**config.mk**
```make
export PLATFORM = sky130hd
export DESIGN_NAME = fifo_rd_ctrl_flat
export DESIGN_NICKNAME = d
export VERILOG_FILES = /design/src/rtl/fifo_rd_ctrl_if.sv /design/src/rtl/fifo_rd_ctrl.sv /design/src/flat_wrapper.sv
export SDC_FILE = /design/constraint.sdc
export NUM_CORES = 1
export LEC_CHECK = 0
export BUFFER_PORTS_ARGS = -buffer_cell sky130_fd_sc_hd__buf_2
export CORE_MARGIN = 4
export CORE_UTILIZATION = 44
export CTS_BUF_LIST = sky130_fd_sc_hd__clkbuf_8 sky130_fd_sc_hd__clkbuf_16
export DETAILED_ROUTE_END_ITERATION = 8
export HOLD_SLACK_MARGIN = 0.12
export PLACE_DENSITY_LB_ADDON = 0.2
export SYNTH_ARGS = -nofsm -noshare
export SYNTH_HDL_FRONTEND = slang
export SYNTH_SLANG_ARGS = --single-unit
```
**constraint.sdc**
```tcl
create_clock -name r_clk -period 2.4 [get_ports r_clk]
set_clock_uncertainty 0.1 [all_clocks]
set_input_delay 0.12 -clock r_clk [delete_from_list [all_inputs] [get_ports r_clk]]
set_output_delay 0.12 -clock r_clk [all_outputs]
set_load 0.01 [all_outputs]
```
**src/rtl/fifo_rd_ctrl_if.sv**
```systemverilog
`default_nettype none
// ============================================================================
// Module      : fifo_rd_ctrl_if
// Description : Read-side bus of the dual-clock FIFO. It groups the read
//               request, the synchronised write pointer, the status outputs,
//               the RAM read address and the Gray read pointer.
//               master : reader / CDC wrapper (drives r_inc, sync_w_ptr)
//               slave  : fifo_rd_ctrl (drives status, pointers, address)
// Revision    : 1.0  initial release
// ============================================================================
interface fifo_rd_ctrl_if #(
  parameter int ptr_width = 4
);
  logic                 r_inc;
  logic [ptr_width-1:0] sync_w_ptr;
  logic                 r_empty;
  logic                 r_almost_empty;
  logic [ptr_width-1:0] r_level;
  logic [ptr_width-1:0] gray_r_ptr;
  logic [ptr_width-2:0] r_addr;
  logic                 r_underflow;

  modport master (
    output r_inc, sync_w_ptr,
    input  r_empty, r_almost_empty, r_level, gray_r_ptr, r_addr, r_underflow
  );

  modport slave (
    input  r_inc, sync_w_ptr,
    output r_empty, r_almost_empty, r_level, gray_r_ptr, r_addr, r_underflow
  );
endinterface
`default_nettype wire

```
**src/rtl/fifo_rd_ctrl.sv**
```systemverilog
`default_nettype none
// ============================================================================
// Module      : fifo_rd_ctrl
// Description : Read-side pointer and status controller of the dual-clock
//               FIFO, read clock domain only. Keeps the binary read pointer
//               and its Gray copy, drives the RAM read address, and derives
//               registered empty / almost-empty / level from the write
//               pointer already synchronised into this domain.
// Ports       : r_clk      - read clock, rising edge
//               r_rst_n    - asynchronous active-low reset
//               bus (slave): r_inc, sync_w_ptr in;
//                            r_empty, r_almost_empty, r_level, gray_r_ptr,
//                            r_addr, r_underflow out
// Options     : FIFO_RD_UNDERFLOW_EN - when defined, r_underflow is a sticky
//               flag set by a read request while empty; otherwise tied to 0.
// Revision    : 1.0  initial release
// ============================================================================
module fifo_rd_ctrl #(
  parameter int ptr_width = 4,  // depth = 2**(ptr_width-1), minimum 3
  parameter int ae_thresh = 1   // almost-empty when level <= ae_thresh
) (
  input wire logic      r_clk,
  input wire logic      r_rst_n,
  fifo_rd_ctrl_if.slave bus
);

  localparam logic [ptr_width-1:0] c_ae_thresh = ptr_width'(ae_thresh);

  logic [ptr_width-1:0] bin_q;
  logic [ptr_width-1:0] gray_q;
  logic [ptr_width-1:0] level_q;
  logic                 empty_q;
  logic                 almost_empty_q;

  logic                 accepted;
  logic [ptr_width-1:0] bin_next;
  logic [ptr_width-1:0] gray_next;
  logic [ptr_width-1:0] w_bin_s;
  logic [ptr_width-1:0] level_next;

  // Gray-to-binary: each binary bit is the XOR of all Gray bits at and
  // above its position.
  always_comb begin
    w_bin_s = '0;
    for (int i = 0; i < ptr_width; i++) begin
      w_bin_s[i] = ^(bus.sync_w_ptr >> i);
    end
  end

  assign accepted   = bus.r_inc & ~empty_q;
  assign bin_next   = bin_q + {{(ptr_width-1){1'b0}}, accepted};
  assign gray_next  = bin_next ^ (bin_next >> 1);
  // Modulo subtraction handles the pointer wrap; the extra MSB of the
  // pointers keeps full (2**(ptr_width-1)) distinct from empty.
  assign level_next = w_bin_s - bin_next;

  // Status is computed from the post-pop pointer so a pop is reflected on
  // the same edge; writes only show up once synchronised, which keeps the
  // flags pessimistic.
  always_ff @(posedge r_clk or negedge r_rst_n) begin
    if (!r_rst_n) begin
      bin_q          <= '0;
      gray_q         <= '0;
      level_q        <= '0;
      empty_q        <= 1'b1;
      almost_empty_q <= 1'b1;
    end else begin
      bin_q          <= bin_next;
      gray_q         <= gray_next;
      level_q        <= level_next;
      empty_q        <= (gray_next == bus.sync_w_ptr);
      almost_empty_q <= (level_next <= c_ae_thresh);
    end
  end

`ifdef FIFO_RD_UNDERFLOW_EN
  logic underflow_q;

  always_ff @(posedge r_clk or negedge r_rst_n) begin
    if (!r_rst_n) begin
      underflow_q <= 1'b0;
    end else if (bus.r_inc && empty_q) begin
      underflow_q <= 1'b1;
    end
  end

  assign bus.r_underflow = underflow_q;
`else
  assign bus.r_underflow = 1'b0;
`endif

  assign bus.r_addr         = bin_q[ptr_width-2:0];
  assign bus.gray_r_ptr     = gray_q;
  assign bus.r_level        = level_q;
  assign bus.r_empty        = empty_q;
  assign bus.r_almost_empty = almost_empty_q;

endmodule
`default_nettype wire

```
**src/flat_wrapper.sv**
```systemverilog
// flat-port wrapper written by rule: the top's interface ports become plain ports
module fifo_rd_ctrl_flat 
#(
  parameter int ptr_width = 4,                                        
  parameter int ae_thresh = 1                                          
)
  (r_clk, r_rst_n, bus_r_inc, bus_sync_w_ptr, bus_r_empty, bus_r_almost_empty, bus_r_level, bus_gray_r_ptr, bus_r_addr, bus_r_underflow);
  fifo_rd_ctrl_if #(.ptr_width(ptr_width)) bus_i ();
  input wire logic r_clk;
  input wire logic r_rst_n;
  input wire logic [$bits(bus_i.r_inc)-1:0] bus_r_inc;
  input wire logic [$bits(bus_i.sync_w_ptr)-1:0] bus_sync_w_ptr;
  output wire logic [$bits(bus_i.r_empty)-1:0] bus_r_empty;
  output wire logic [$bits(bus_i.r_almost_empty)-1:0] bus_r_almost_empty;
  output wire logic [$bits(bus_i.r_level)-1:0] bus_r_level;
  output wire logic [$bits(bus_i.gray_r_ptr)-1:0] bus_gray_r_ptr;
  output wire logic [$bits(bus_i.r_addr)-1:0] bus_r_addr;
  output wire logic [$bits(bus_i.r_underflow)-1:0] bus_r_underflow;
  assign bus_i.r_inc = bus_r_inc;
  assign bus_i.sync_w_ptr = bus_sync_w_ptr;
  assign bus_r_empty = bus_i.r_empty;
  assign bus_r_almost_empty = bus_i.r_almost_empty;
  assign bus_r_level = bus_i.r_level;
  assign bus_gray_r_ptr = bus_i.gray_r_ptr;
  assign bus_r_addr = bus_i.r_addr;
  assign bus_r_underflow = bus_i.r_underflow;
  fifo_rd_ctrl #(.ptr_width(ptr_width), .ae_thresh(ae_thresh)) u_core (.r_clk(r_clk), .r_rst_n(r_rst_n), .bus(bus_i));
endmodule
```
### Yosys cells after proc, flatten, opt, wreduce, memory -nomap -nowiden

Cells that the tools add are included.

| cells by class | value |
|---|---|
| shift operators | 0 |
| bitwise logic cells | 3 |
| equality and inequality tests | 1 |
| div/mod/pow operators | 0 |
| add/sub/neg operators | 2 |
| reductions and logical operators | 4 |
| magnitude comparators | 1 |
| multiply operators | 0 |
| multiplexer cells | 0 |

Operator list:

| kind | count |
|---|---|
| $reduce_xor A4 Y1 | 4 |
| $add A4 B1 Y4 | 1 |
| $eq A4 B4 Y1 | 1 |
| $le A4 B1 Y1 const B | 1 |
| $sub A4 B4 Y4 | 1 |
| $xor A4 B3 Y4 | 1 |
| $and A1 B1 Y1 | 1 |
| $not A1 Y1 | 1 |

| word-level totals | value |
|---|---|
| bits in read-only memories | 0 |
| RAM bits | 0 |
| memories kept | 0 |
| bits in latches | 0 |
| register bits | 14 |
| output and inout port bits | 14 |

### Longest topological paths before layout

| logic depth | value |
|---|---|
| depth in word-level cells | 5 |
| mapped depth | 9 |
| gate-level depth less buffers | 9 |

### Worst setup path before layout

Ideal clock, no wire load.

| timing | value |
|---|---|
| path kind | register to register |
| start | register u_core.empty_q (netlist: u_core.bus.r_empty) |
| end | register u_core.level_q[3] (netlist: u_core.bus.r_level[3]) |
| stages on the path, launching flop included | 10 |
| path buffers | 0 |
| library setup time | 0.124 ns |
| slack | -0.124 ns |
| arrival time | 2.300 ns |
| data required time | 2.176 ns |
| path through | dfstp_2 > nor2b_1 > ha_1 > ha_1 > xnor2_1 > ha_1 > inv_1 > a2111o_1 > and4_4 > or2_1 |

| on the way | value |
|---|---|
| word-level cells in the longest chain between the ends | 4 |

Ends and longest elaborated chain:

| item | RTL line | RTL |
|---|---|---|
| start, declared | fifo_rd_ctrl.sv:32 | `logic empty_q;` |
| start signal, assigned | fifo_rd_ctrl.sv:71 | `empty_q <= (gray_next == bus.sync_w_ptr);` |
| $not A1 Y1 | fifo_rd_ctrl.sv:50 | `assign accepted = bus.r_inc & ~empty_q;` |
| $and A1 B1 Y1 | fifo_rd_ctrl.sv:50 |  |
| $add A4 B1 Y4 | fifo_rd_ctrl.sv:51 | `assign bin_next = bin_q + {{(ptr_width-1){1'b0}}, accepted};` |
| $sub A4 B4 Y4 | fifo_rd_ctrl.sv:55 | `assign level_next = w_bin_s - bin_next;` |
| via u_core.level_next[3] | fifo_rd_ctrl.sv:39 | `logic [ptr_width-1:0] level_next;` |
| end signal, assigned | fifo_rd_ctrl.sv:70 | `level_q <= level_next;` |
| end, declared | fifo_rd_ctrl.sv:31 | `logic [ptr_width-1:0] level_q;` |

The timed path passes the listed nets, and every way through them passes these cells.

### Worst setup path in the final report

Same ends and word-level chain as after synthesis.

==> metrics.md <==
| Metric | Value |
|---|---|
| Outcome | finished, final reports clean |
| Clock transition at path regs | 0.06 ns |
| Largest net degree at the start of global routing | 14 |
| Core box area | 1510 um^2 |
| GRT Total Usage | 14.1% |
| Commonest non-fill, non-tap cell in the layout | buf_2 |
| CP Depth | 9 |
| CP required | 2.43 ns |
| Fillers | 127 |
| CTS H-tree lvls | 1 |
| Slowest stage delay, CP | 0.53 ns |
| Synthesized cell area | 697 um^2 |
| Clock sinks | 13 |
| Synth cell types | 24 |
| Register area share after synthesis | 47.0% |
| DRC | 0 |
| Worst path bufs/invs | 1 |
| Syn nets | 70 |
| Gate Count Post-Synth | 58 |
| Routed WL | 1.27 mm |
| Crit path DAT | 2.36 ns |
| Nets@finish | 95 |
| Post-route ant nets | 0 |
| Worst setup SP type | flop |
| Synth-to-layout area growth | 31.4% |
| CP Cell Sequence | nor2b_1 -> ha_2 -> ha_4 -> xnor2_4 -> ha_4 -> inv_1 -> a2111o_1 -> and4_4 -> or2_1 |
| Avg Inst Size Synth | 12.0 um^2 |
| Synth warn | 0 |
| PwrDens | 1630 nW/um^2 |
| Chip width | 47.8 um |
| Period utilization | 97.2% |
| DP HPWL | 978 um |
| Synth Register Bits | 13 |
| CTS Root Cell | clkbuf_8 |
| Critical path class | reg2reg |
| Crit path max-delay family | adder cells |
| Number of flops mapped to enable cells by yosys | 0 |
| CP Capture Point | u_core.bus.r_level[3]$_DFF_PN0_ |
| GP Congestion | 0.734 |
| Pins Over Slew Limit | 0 |
| Initial antenna violation count | 0 |
| Psw | 580 uW |
| Layout cell share with drive strength beyond 1 | 39.0% |
| Vias in the first global route | 461 |
| Die Span Y | 47.8 um |
| Combinational share of power | 59.9% |
| Clock Tree Buf Depth | 2 |
| First-pass GRT wire length | 2.10 mm |
| Reported max-cap violation count | 0 |
| Flop-to-flop setup slack | 0.07 ns |
| Die area | 2280 um^2 |
| Num CTS Buffers | 3 |
| Via density | 4.78 |
| Crit Path Max Fanout | 4 |
| Pre-antenna DRT Iters | 1 |
| Crit-path most repeated cell | ha_4 |
| Tmin final | 2.33 ns |
| Setup TNS | 0 ns |
| Critical Path Start | u_core.bus.r_empty$_DFF_PN1_ |
| Iteration-0 DRC Markers | 0 |
| R2r endpoint | u_core.bus.r_level[3]$_DFF_PN0_ |
| Static leakage | 0.000434 uW |
| I/O Buffers | 19 |
| Vias | 468 |
| Slowest cell on crit path | dfstp_2 |
| Clock tree from TritonCTS | yes |
| Hold Crit Class | in2reg |
| Final hold violation count | 0 |
| Reg power frac | 27.1% |
| Most frequent cells in the layout | 19 x buf_2, 12 x xnor2_1, 11 x dfrtp_1, 7 x inv_1, 3 x clkbuf_8 |
| Final setup violation count | 0 |
| Wire per inst | 13.0 um |
| Starting Density | 46.3% |
| Max Freq | 0.429 GHz |
| Internal power | 910 uW |
| Rows | 14 |
| RR Startpoint | u_core.bus.r_empty$_DFF_PN1_ |
| Worst-skew pair later-pin latency | 0.24 ns |
| IO Pins | 21 |
| Prevailing post-synth register cell | dfrtp_1 |
| Max IR drop VDD | 0.757 mV |
| FFs w/ async S/R, synth | 100% |
| Endpoint class of the critical path | flop |
| Clock network power share | 12.9% |
| Fin Hold WS | 0.154 ns |
| GRT overflow | 0 |
| Antenna diodes | 0 |
| R2R depth | 9 |
| Sw Ratio | 38.9% |
==> sequential cells by signal, summed over array words and instances, names as in the netlist <==
| register | count |
|---|---|
| u_core.bus.r_almost_empty | 1 |
| u_core.bus.r_level | 4 |
| u_core.bus.gray_r_ptr | 3 |
| u_core.bus.r_empty | 1 |
| u_core.bin_q | 4 |
==> final cells by class <==
type	instances	area, um^2	share of cell area (%)
multi-input combinational	37	380	41.5
clock inverter	1	3.75	0.410
clock buffer	3	41.3	4.51
inverter	6	22.5	2.46
tap	16	20.0	2.19
timing repair buffer	22	120	13.1
sequential	13	328	35.8
==> cells by family (layout without fill, tap and decap cells) <==
family                     Yosys count  after routing  share of synthesized area, %
and+or+nand+nor                      8              8                          8.26
xor gates and xnor gates            16             16                          22.3
buffers and inverters                8             32                          5.03
adders and majority gates            5              5                          8.98
other                                1              1                         0.538
AOI/OAI and AO/OA                    6              6                          6.46
DFF                                 13             13                          47.0
muxes                                1              1                          1.44
==> worst min-delay path by stage <==
| stage | from | to | slack, ns | cells past startpoint |
|---|---|---|---|---|
| finish | bus_sync_w_ptr[2] | u_core.bus.r_empty$_DFF_PN1_ | 0.15 | 3 |
| global route | bus_sync_w_ptr[2] | u_core.bus.r_empty$_DFF_PN1_ | 0.19 | 3 |
| CTS | bus_sync_w_ptr[2] | u_core.bus.r_empty$_DFF_PN1_ | 0.15 | 3 |
| detailed placement | r_rst_n | u_core.bin_q[3]$_DFF_PN0_ | -0.08 | 1 |
| global placement | r_rst_n | u_core.bin_q[3]$_DFF_PN0_ | -0.08 | 1 |
| floorplan | r_rst_n | u_core.bin_q[0]$_DFF_PN0_ | -0.28 | 0 |
==> power by group through the flow <==
| stage | combinational (uW) | sequential (uW) | clock (uW) |
|---|---|---|---|
| detailed placement | 849 | 404 | 0 |
| finish | 893 | 404 | 193 |
| floorplan | 561 | 457 | 0 |
| global placement | 840 | 400 | 0 |
| CTS | 856 | 402 | 197 |
| global route | 1000 | 419 | 206 |
==> worst min-delay path: cells and delay by family <==
kind                   cells  cell delay [ns]
AND/OR/NAND/NOR            1             0.16
buffers and inverters      1             0.13
XOR/XNOR                   1             0.09
==> synth_stat cells (2+ instances only) <==
master   instances  area (um^2)
ha_1             5         62.6
xor2_1           2         17.5
xnor2_1         13          114
inv_1            6         22.5
dfrtp_1         11          275
dfstp_2          2         52.6
a31oi_1          2         12.5
==> what timing repair did <==
| action | CTS | global route |
|---|---|---|
| resized for setup | 0 | 2 |
| hold endpoints to repair | 13 | 0 |
| buffers inserted | 0 | 1 |
| hold buffers | 1 | 0 |
| setup endpoints to repair | 0 | 2 |
==> routing by layer <==
layer  track usage (%)  share of wire [%]
met4              6.45               0.78
met3              5.64                7.5
met1              19.4                 50
met2              19.3                 42
met5                 0                  0
==> through the flow <==
step | std cells | total power [uW] | util [%] | worst slack, ns | cell area [um^2]
after floorplan | 58 | 1020 | - | 0.0554 | 719
after global placement | 92 | 1240 | 55.1 | 0.0690 | 830
after detailed placement | 92 | 1250 | 55.1 | 0.0237 | 830
after CTS | 97 | 1450 | 58.7 | 0.0116 | 885
after global routing | 98 | 1620 | 60.8 | -0.00243 | 916
final | 98 | 1490 | 60.8 | 0.0671 | 916
No activity file was read; power rests on OpenSTA's default activity.
